**src/rtl/pc_gen_if.sv**
```systemverilog
// Fetch-address bundle between pc_gen, the redirect/trap sources and instruction fetch.
// With PC_GEN_EPC_EN defined the bundle also carries mret_i and epc_o.
interface pc_gen_if #(
  parameter int unsigned XLEN = 32
);
  logic            stall_i;
  logic            fetch_ready_i;
  logic            redirect_i;
  logic [XLEN-1:0] redirect_target_i;
  logic            trap_i;
  logic            halt_i;
  logic [XLEN-1:0] pc_o;
  logic [XLEN-1:0] pc_next_o;
  logic            pc_valid_o;
  logic            misaligned_o;
  logic            halted_o;
`ifdef PC_GEN_EPC_EN
  logic            mret_i;
  logic [XLEN-1:0] epc_o;
`endif

  modport master (
    input  stall_i, fetch_ready_i, redirect_i, redirect_target_i, trap_i, halt_i,
`ifdef PC_GEN_EPC_EN
    input  mret_i,
    output epc_o,
`endif
    output pc_o, pc_next_o, pc_valid_o, misaligned_o, halted_o
  );

  modport slave (
    output stall_i, fetch_ready_i, redirect_i, redirect_target_i, trap_i, halt_i,
`ifdef PC_GEN_EPC_EN
    output mret_i,
    input  epc_o,
`endif
    input  pc_o, pc_next_o, pc_valid_o, misaligned_o, halted_o
  );
endinterface

```
**src/rtl/pc_gen.sv**
```systemverilog
// Program-counter generator: reset vector, increment, stall, redirect, trap and halt.
// Optional PC_GEN_EPC_EN adds an exception-PC register and mret return path.
module pc_gen #(
  parameter int unsigned     XLEN         = 32,
  parameter logic [XLEN-1:0] RESET_VECTOR = 32'h0000_0000,
  parameter logic [XLEN-1:0] TRAP_VECTOR  = 32'h0000_0100,
  parameter int unsigned     IALIGN       = 4
) (
  input  logic     clk,
  input  logic     rst,
  pc_gen_if.master bus
);

  typedef enum logic [1:0] {
    ST_BOOT,
    ST_RUN,
    ST_HALTED
  } state_e;

  localparam logic [XLEN-1:0] ALIGN_MASK = XLEN'(IALIGN - 1);
  localparam logic [XLEN-1:0] PC_STEP    = XLEN'(IALIGN);

  state_e          state_q, state_d;
  logic [XLEN-1:0] pc_q, pc_d;
  logic            valid_q, valid_d;
  logic            halted_q, halted_d;
  logic            misaligned_q, misaligned_d;
  logic [XLEN-1:0] epc_q, epc_d;
  logic            target_misaligned;
  logic            mret_req;

  assign target_misaligned = |(bus.redirect_target_i & ALIGN_MASK);

`ifdef PC_GEN_EPC_EN
  assign mret_req  = bus.mret_i;
  assign bus.epc_o = epc_q;
`else
  assign mret_req  = 1'b0;
`endif

  always_comb begin
    state_d      = state_q;
    pc_d         = pc_q;
    valid_d      = valid_q;
    halted_d     = halted_q;
    misaligned_d = 1'b0;
    epc_d        = epc_q;
    case (state_q)
      ST_BOOT: begin
        state_d  = ST_RUN;
        valid_d  = 1'b1;
        halted_d = 1'b0;
      end
      ST_RUN: begin
        // Redirect/trap flush past stall and fetch backpressure.
        if (bus.trap_i) begin
          pc_d  = TRAP_VECTOR;
          epc_d = pc_q;
        end else if (mret_req) begin
          pc_d = epc_q;
        end else if (bus.redirect_i) begin
          if (target_misaligned) begin
            pc_d         = TRAP_VECTOR;
            misaligned_d = 1'b1;
            epc_d        = pc_q;
          end else begin
            pc_d = bus.redirect_target_i;
          end
        end else if (bus.halt_i) begin
          state_d  = ST_HALTED;
          valid_d  = 1'b0;
          halted_d = 1'b1;
        end else if (!bus.stall_i && bus.fetch_ready_i) begin
          pc_d = pc_q + PC_STEP;
        end
      end
      ST_HALTED: begin
        if (bus.trap_i) begin
          state_d  = ST_RUN;
          pc_d     = TRAP_VECTOR;
          valid_d  = 1'b1;
          halted_d = 1'b0;
          epc_d    = pc_q;
        end
      end
      default: begin
        state_d  = ST_BOOT;
        pc_d     = RESET_VECTOR;
        valid_d  = 1'b0;
        halted_d = 1'b0;
      end
    endcase
  end

  always_ff @(posedge clk) begin
    if (rst) begin
      state_q      <= ST_BOOT;
      pc_q         <= RESET_VECTOR;
      valid_q      <= 1'b0;
      halted_q     <= 1'b0;
      misaligned_q <= 1'b0;
      epc_q        <= '0;
    end else begin
      state_q      <= state_d;
      pc_q         <= pc_d;
      valid_q      <= valid_d;
      halted_q     <= halted_d;
      misaligned_q <= misaligned_d;
      epc_q        <= epc_d;
    end
  end

  assign bus.pc_o         = pc_q;
  assign bus.pc_next_o    = rst ? RESET_VECTOR : pc_d;
  assign bus.pc_valid_o   = valid_q;
  assign bus.halted_o     = halted_q;
  assign bus.misaligned_o = misaligned_q;

endmodule

```
**src/flat_wrapper.sv**
```systemverilog
// flat-port wrapper written by rule: the top's interface ports become plain ports
module pc_gen_flat 
#(
  parameter int unsigned     XLEN         = 32,
  parameter logic [XLEN-1:0] RESET_VECTOR = 32'h0000_0000,
  parameter logic [XLEN-1:0] TRAP_VECTOR  = 32'h0000_0100,
  parameter int unsigned     IALIGN       = 4
)
  (clk, rst, bus_stall_i, bus_fetch_ready_i, bus_redirect_i, bus_redirect_target_i, bus_trap_i, bus_halt_i, bus_pc_o, bus_pc_next_o, bus_pc_valid_o, bus_misaligned_o, bus_halted_o);
  pc_gen_if #(.XLEN(XLEN)) bus_i ();
  input  logic clk;
  input  logic rst;
  input wire logic [$bits(bus_i.stall_i)-1:0] bus_stall_i;
  input wire logic [$bits(bus_i.fetch_ready_i)-1:0] bus_fetch_ready_i;
  input wire logic [$bits(bus_i.redirect_i)-1:0] bus_redirect_i;
  input wire logic [$bits(bus_i.redirect_target_i)-1:0] bus_redirect_target_i;
  input wire logic [$bits(bus_i.trap_i)-1:0] bus_trap_i;
  input wire logic [$bits(bus_i.halt_i)-1:0] bus_halt_i;
  output wire logic [$bits(bus_i.pc_o)-1:0] bus_pc_o;
  output wire logic [$bits(bus_i.pc_next_o)-1:0] bus_pc_next_o;
  output wire logic [$bits(bus_i.pc_valid_o)-1:0] bus_pc_valid_o;
  output wire logic [$bits(bus_i.misaligned_o)-1:0] bus_misaligned_o;
  output wire logic [$bits(bus_i.halted_o)-1:0] bus_halted_o;
  assign bus_i.stall_i = bus_stall_i;
  assign bus_i.fetch_ready_i = bus_fetch_ready_i;
  assign bus_i.redirect_i = bus_redirect_i;
  assign bus_i.redirect_target_i = bus_redirect_target_i;
  assign bus_i.trap_i = bus_trap_i;
  assign bus_i.halt_i = bus_halt_i;
  assign bus_pc_o = bus_i.pc_o;
  assign bus_pc_next_o = bus_i.pc_next_o;
  assign bus_pc_valid_o = bus_i.pc_valid_o;
  assign bus_misaligned_o = bus_i.misaligned_o;
  assign bus_halted_o = bus_i.halted_o;
  pc_gen #(.XLEN(XLEN), .RESET_VECTOR(RESET_VECTOR), .TRAP_VECTOR(TRAP_VECTOR), .IALIGN(IALIGN)) u_core (.clk(clk), .rst(rst), .bus(bus_i));
endmodule
```
**config.mk**
```make
export PLATFORM = sky130hd
export DESIGN_NAME = pc_gen_flat
export DESIGN_NICKNAME = d
export VERILOG_FILES = /design/src/rtl/pc_gen_if.sv /design/src/rtl/pc_gen.sv /design/src/flat_wrapper.sv
export SDC_FILE = /design/constraint.sdc
export NUM_CORES = 1
export LEC_CHECK = 0
export ABC_AREA = 1
export ABC_CLOCK_PERIOD_IN_PS = 1500
export BUFFER_PORTS_ARGS = -buffer_cell sky130_fd_sc_hd__buf_2
export CORE_ASPECT_RATIO = 1.2
export CORE_MARGIN = 3
export CORE_UTILIZATION = 45
export CTS_CLUSTER_SIZE = 14
export DETAILED_ROUTE_END_ITERATION = 7
export PLACE_DENSITY = 0.76
export SLEW_MARGIN = 0
export SYNTH_ARGS = -nofsm -noshare
export SYNTH_HDL_FRONTEND = slang
export SYNTH_SLANG_ARGS = --single-unit
```
**constraint.sdc**
```tcl
create_clock -name clk -period 1.5 [get_ports clk]
set_input_delay 0.15 -clock clk [delete_from_list [all_inputs] [get_ports clk]]
set_output_delay 0.15 -clock clk [all_outputs]
set_load 0.1 [all_outputs]
```
==> impl_metrics.toml, run 1 <==
[synthesis]
ys_types = 32
async_flop_share = 0
synth_cells = 457
ys.flop_type = "dfxtp_1"
synth_area_um2 = 2710
yosysTopAreaCell = "dfxtp_1"
yosys_warnings = 0
synth.area.top_cells = "dfxtp_1 27%, nand2_1 18%, a21oi_1 11%"
ys_seq_area_frac = 0.266
ys_ff_latch = 36
syn_nets = 497
synth_edf_count = 0
yosys.area.top_type_share = 0.266
avgSynthCellArea_um2 = 5.92

[floorplan]
initial_core_util = 0.471
io_pins = 106
rows = 30
fp.dieH_um = 91.0
die_w_um = 76.8

[cts]
cts.sinks = 36
cts_buffer_depth = 2
numCtsBuffers = 5
clock_tree.root_cell = "clkbuf_8"
cts_hold_buf = 0
h-tree-depth = 2

[outcome]
firstError = "[ERROR GRT-0232] Routing congestion too high. Check the congestion heatmap in the GUI."
stop_stage = "global routing"
status = "did not finish"

[placement]
finalWeightedCongestion = 0.956
placed_cell_area_um2 = 4810
dp_slack_ps = -354
dp_hpwl_um = 8750
port_buffers = 105

[global_routing]
grt_overflow = 571
grt_max_degree = 27
grtUsageTotal = 0.936

[sta]
worst_endpoint = "bus_pc_next_o[18]"
worstEpCategory = "top-level output"
layer usage:
metal,GRT overflow,global-route usage
met5,0,0.146
met4,181,1.16
met3,3,0.650
met2,383,1.22
met1,4,0.842
stage by stage:
step | TNS [ps] | std cells | utilization | hold WS (ps)
after floorplan | -34720 | 457 | - | 300
after global placement | -6250 | 693 | 0.838 | 497
after detailed placement | -8500 | 693 | 0.838 | 500
after CTS | -18220 | 717 | 0.920 | 190
Yosys cell counts (all sizes together) (2+ instances only):
cell type / n
a21oi: 60
buf: 6
clkbuf: 13
dfxtp: 36
inv: 35
nand2: 133
nand3: 49
nand3b: 13
nand4: 8
nor2: 64
nor3: 9
nor3b: 2
o21ai: 18
or2: 4
timing repair:
| action | CTS |
|---|---|
| setup buffers | 16 |
| setup endpoints to repair | 52 |
| gates cloned | 0 |
| pin swaps | 32 |
| resized for setup | 63 |
cell families after synthesis:
logic type      Yosys count  share of synthesized area
flops                    36                      0.266
buf+inv                  54                     0.0781
compound gates           81                      0.154
simple gates            284                      0.494
xor+xnor                  1                    0.00324
fa+ha+maj                 1                    0.00462
==> run 2, diff against run 1 <==
- ABC_CLOCK_PERIOD_IN_PS: 1500 -> 2000
- CORE_ASPECT_RATIO: 1.2 -> unset
- CORE_UTILIZATION: 45 -> 40
- CTS_CLUSTER_SIZE: 14 -> unset
- PLACE_DENSITY: 0.76 -> unset
- PLACE_DENSITY_LB_ADDON: unset -> 0.15
- clock period: 1.5 -> 2 ns (I/O delays scaled with it)
==> impl_metrics.toml, run 2 <==
[cts]
clock_latency_ps = 290
clock_tree.root_cell = "clkbuf_8"
cts_buffer_depth = 2
h-tree-depth = 2
cts_hold_buf = 0
path_clk_slew_ps = 80
numCtsBuffers = 5
cts.sinks = 36
cts_tree = "built"

[synthesis]
synth_area_um2 = 2710
synth_edf_count = 0
yosysTopAreaCell = "dfxtp_1"
syn_nets = 497
netlist_top_cells_count = "129 x nand2_1, 59 x a21oi_1, 53 x nor2_1, 49 x nand3_1, 36 x dfxtp_1"
synth.area.top_cells = "dfxtp_1 27%, nand2_1 18%, a21oi_1 11%"
synth_most_common_cell = "nand2_1"
ys_seq_area_frac = 0.266
ys_ff_latch = 36
ys.flop_type = "dfxtp_1"
async_flop_share = 0
yosys_warnings = 0
ys_types = 32
synth_cells = 457
avgSynthCellArea_um2 = 5.92
yosys.area.top_type_share = 0.266

[pwr]
switchingPower_mw = 1.18
p_per_area_nw_per_um2 = 507
switching_share = 0.453
pwr-share-clk = 0.238
vdd_drop_max_mv = 0.593
combPwrFrac = 0.460
power_frac_seq = 0.301
leakagePower_nw = 1.99
intPower_mw = 1.42

[worst_setup_path]
r2r-end = "u_core.bus.pc_o[24]$_DFF_P_"
critPathArrivalTime_ps = 2020
r2r_setup_slack_ps = 330
max_stage_delay_ps = 380
cp-end-kind = "output port"
rr_startpoint = "u_core.bus.pc_o[3]$_DFF_P_"
timing_worst_setup_path_type = "register to output port"
r2r_cells = 12
startpoint_type = "register"
crit_slowest_cell = "dfxtp_4"
path_cells = "ha_4 > inv_4 > nor2_4 > nand2_4 > nor2_4 > nand2_4 > or2_0 > nand3_1 > nand2_2 > a21oi_4 > buf_12"
critPathRequiredTime_ps = 1800
critPathBufInv = 2
crit_family = "simple AND/OR/NAND/NOR gates"
cp_max_fo = 4

[routing]
first_pass_iters = 4
drc = 0
viasPerCell = 5.37
route.vias.total = 3649
post_drt_wl_per_cell_um = 16.2
antenna_left = 0
wirelength_um = 11000
first_iter_violations = 179

[sta]
finalSetupViolations = 26
post-route-period-util = 1.11
slew_headroom = 0.664
rsz0062_at_grt = "true"
hold_violations = 0
drv_slew = 0
finalCriticalPeriod_ps = 2220
max_freq_mhz = 451
worst_pin_slew_ps = 504
whs_ps = 310
skew_ps = 7.90
finalWorstSetupSlack_ps = -216

[global_routing]
grt_first_pass_wirelength_um = 17000
first_global_vias = 3590
grt_max_degree = 31
antenna_found_initial = 0
grt_overflow = 0
grtUsageTotal = 0.273

[floorplan]
rows = 29
core_area_um2 = 6460
die_w_um = 88.3
io_pins = 106
fp.dieH_um = 88.3
die-area_um2 = 7790
initial_core_util = 0.419

[placement]
finalWeightedCongestion = 0.891
placed_cell_area_um2 = 4430
dp_slack_ps = 41.3
dp_hpwl_um = 7860
port_buffers = 105

[layout]
antennaDiodeCount = 0
fin_util = 0.796
final_common_cell = "nand2_1"
layout_common_cells = "109 x nand2_1, 72 x buf_2, 45 x buf_4"
synthToLayoutAreaGrowth_pct = 90.0
drive_gt1_frac = 0.543
nets = 641
multi_input_area_um2 = 2500
largest_reg_flops = 32
fillerInstances = 445
ff_latch_area_um2 = 835
final_area_um2 = 5140

[run]
drv_cap = 0

[min_path]
hold_path_depth = 5
holdPathEnd = "u_core.bus.pc_o[13]$_DFF_P_"
min_from = "bus_redirect_target_i[13]"
hold_class = "primary input to register"

[outcome]
status = "complete, but fails checks"
violations = "negative setup slack"
-- run 2: cell counts after synthesis --
Identical to the previous run, type by type.
-- run 2: worst reg2reg max path: cells and delay by family (launching register included) --
kind / cells / cell delay [ps]
buffers and inverters: 3 / 320
DFF: 1 / 380
adders and majority gates: 1 / 150
and+or+nand+nor: 7 / 650
AOI/OAI and AO/OA: 1 / 70
-- run 2: cells by family (layout without fill, tap and decap cells) --
| family | after synthesis | after routing | synth area share |
|---|---|---|---|
| and+or+nand+nor | 284 | 284 | 0.494 |
| AOI/OAI and AO/OA | 81 | 81 | 0.154 |
| buffers and inverters | 54 | 199 | 0.0781 |
| DFF | 36 | 36 | 0.266 |
| adders and majority gates | 1 | 1 | 0.00462 |
| xor gates and xnor gates | 1 | 1 | 0.00324 |
-- run 2: worst max-delay path by stage --
stage                               startpoint                 to  slack, ps  cells after the start
finish              u_core.bus.pc_o[3]$_DFF_P_  bus_pc_next_o[14]       -220                     11
global route        u_core.bus.pc_o[3]$_DFF_P_  bus_pc_next_o[14]       -280                     11
CTS                 u_core.bus.pc_o[3]$_DFF_P_  bus_pc_next_o[14]       -200                     11
detailed placement  u_core.bus.pc_o[9]$_DFF_P_  bus_pc_next_o[31]         40                      9
global placement    u_core.bus.pc_o[9]$_DFF_P_  bus_pc_next_o[31]        100                      9
floorplan           u_core.bus.pc_o[3]$_DFF_P_  bus_pc_next_o[14]       -240                     10
-- run 2: timing repair --
item                                    CTS  global route
setup buffers                            20            10
pin swaps                                26            28
endpoints found under the setup margin   27            30
resized for setup                        53            48
cloned                                    0             2
endpoints found under the hold margin     0             0
-- run 2: power by group through the flow --
stage	combinational (mW)	clock, mW	sequential (mW)
final	1.20	0.621	0.784
after global routing	1.26	0.663	0.790
after CTS	1.14	0.633	0.781
after detailed placement	1.08	0	0.803
after global placement	1.07	0	0.800
after floorplan	0.537	0	1.02
-- run 2: final cells by class --
type,instances,area share
Timing Repair Buffer,155,0.283
Multi-Input combinational cell,367,0.487
Clock buffer,6,0.0183
Inverter,35,0.0275
Sequential cell,36,0.162
Timing Repair inverter,1,0.00122
Tap cell,77,0.0187
Clock inverter,2,0.00219
-- run 2: metrics by stage --
step / instances / total power [mW] / TNS [ps]
final: 679 / 2.60 / -2650
after global routing: 679 / 2.71 / -5190
after CTS: 667 / 2.55 / -2420
after detailed placement: 639 / 1.88 / 0
after global placement: 639 / 1.87 / 0
after floorplan: 457 / 1.56 / -5940
-- run 2: layer usage --
metal	routed length [µm]	GRT usage
met4	150	0.0852
met2	5720	0.491
met5	0	0
met1	4580	0.340
met3	576	0.0326
No activity file was read; power rests on OpenSTA's default activity.
==> run 3, diff against run 2 <==
- CORE_UTILIZATION: 40 -> 49
==> impl_metrics.toml, run 3 <==
[outcome]
status = "did not finish"
stop_stage = "global routing"
firstError = "[ERROR DPL-0038] Utilization greater than 100%, impossible to legalize"

[synthesis]
async_flop_share = 0
ys_ff_latch = 36
ys.flop_type = "dfxtp_1"
yosys.area.top_type_share = 0.266
yosysTopAreaCell = "dfxtp_1"
synth_cells = 457
synth.area.top_cells = "dfxtp_1 27%, nand2_1 18%, a21oi_1 11%"
ys_seq_area_frac = 0.266
synth_edf_count = 0
ys_types = 32
synth_area_um2 = 2710
avgSynthCellArea_um2 = 5.92
yosys_warnings = 0
synth_most_common_cell = "nand2_1"
netlist_top_cells_count = "129 x nand2_1, 59 x a21oi_1, 53 x nor2_1, 49 x nand3_1, 36 x dfxtp_1"
syn_nets = 497

[floorplan]
fp.dieH_um = 80.3
io_pins = 106
initial_core_util = 0.517
die_w_um = 80.3
rows = 26

[cts]
cts_hold_buf = 0
cts_buffer_depth = 2
numCtsBuffers = 5
h-tree-depth = 2
clock_tree.root_cell = "clkbuf_8"
cts.sinks = 36

[placement]
dp_slack_ps = -13.4
finalWeightedCongestion = 0.905
port_buffers = 105
dp_cells = 625
dp_hpwl_um = 7620

[sta]
worstEpCategory = "top-level output"
worst_endpoint = "bus_pc_next_o[24]"

[global_routing]
grt_max_degree = 30
==> run 3: cell counts after synthesis <==
Identical to the previous run, type by type.
==> run 3: stage by stage <==
step / instance area (µm²) / setup TNS (ps)
global placement: 4360 / 0
CTS: 4860 / -2560
floorplan: 3230 / -5940
detailed placement: 4360 / -24.4
==> run 3: cells by family after synthesis <==
logic type / after synthesis / synth area share
simple gates: 284 / 0.494
buf+inv: 54 / 0.0781
flops: 36 / 0.266
fa+ha+maj: 1 / 0.00462
xor+xnor: 1 / 0.00324
compound gates: 81 / 0.154
==> run 3: timing repair <==
| action | in CTS |
|---|---|
| setup endpoints to repair | 27 |
| gates cloned | 2 |
| gates resized for setup | 46 |
| setup buffers | 28 |
| hold endpoints to repair | 0 |
| pin swaps | 25 |
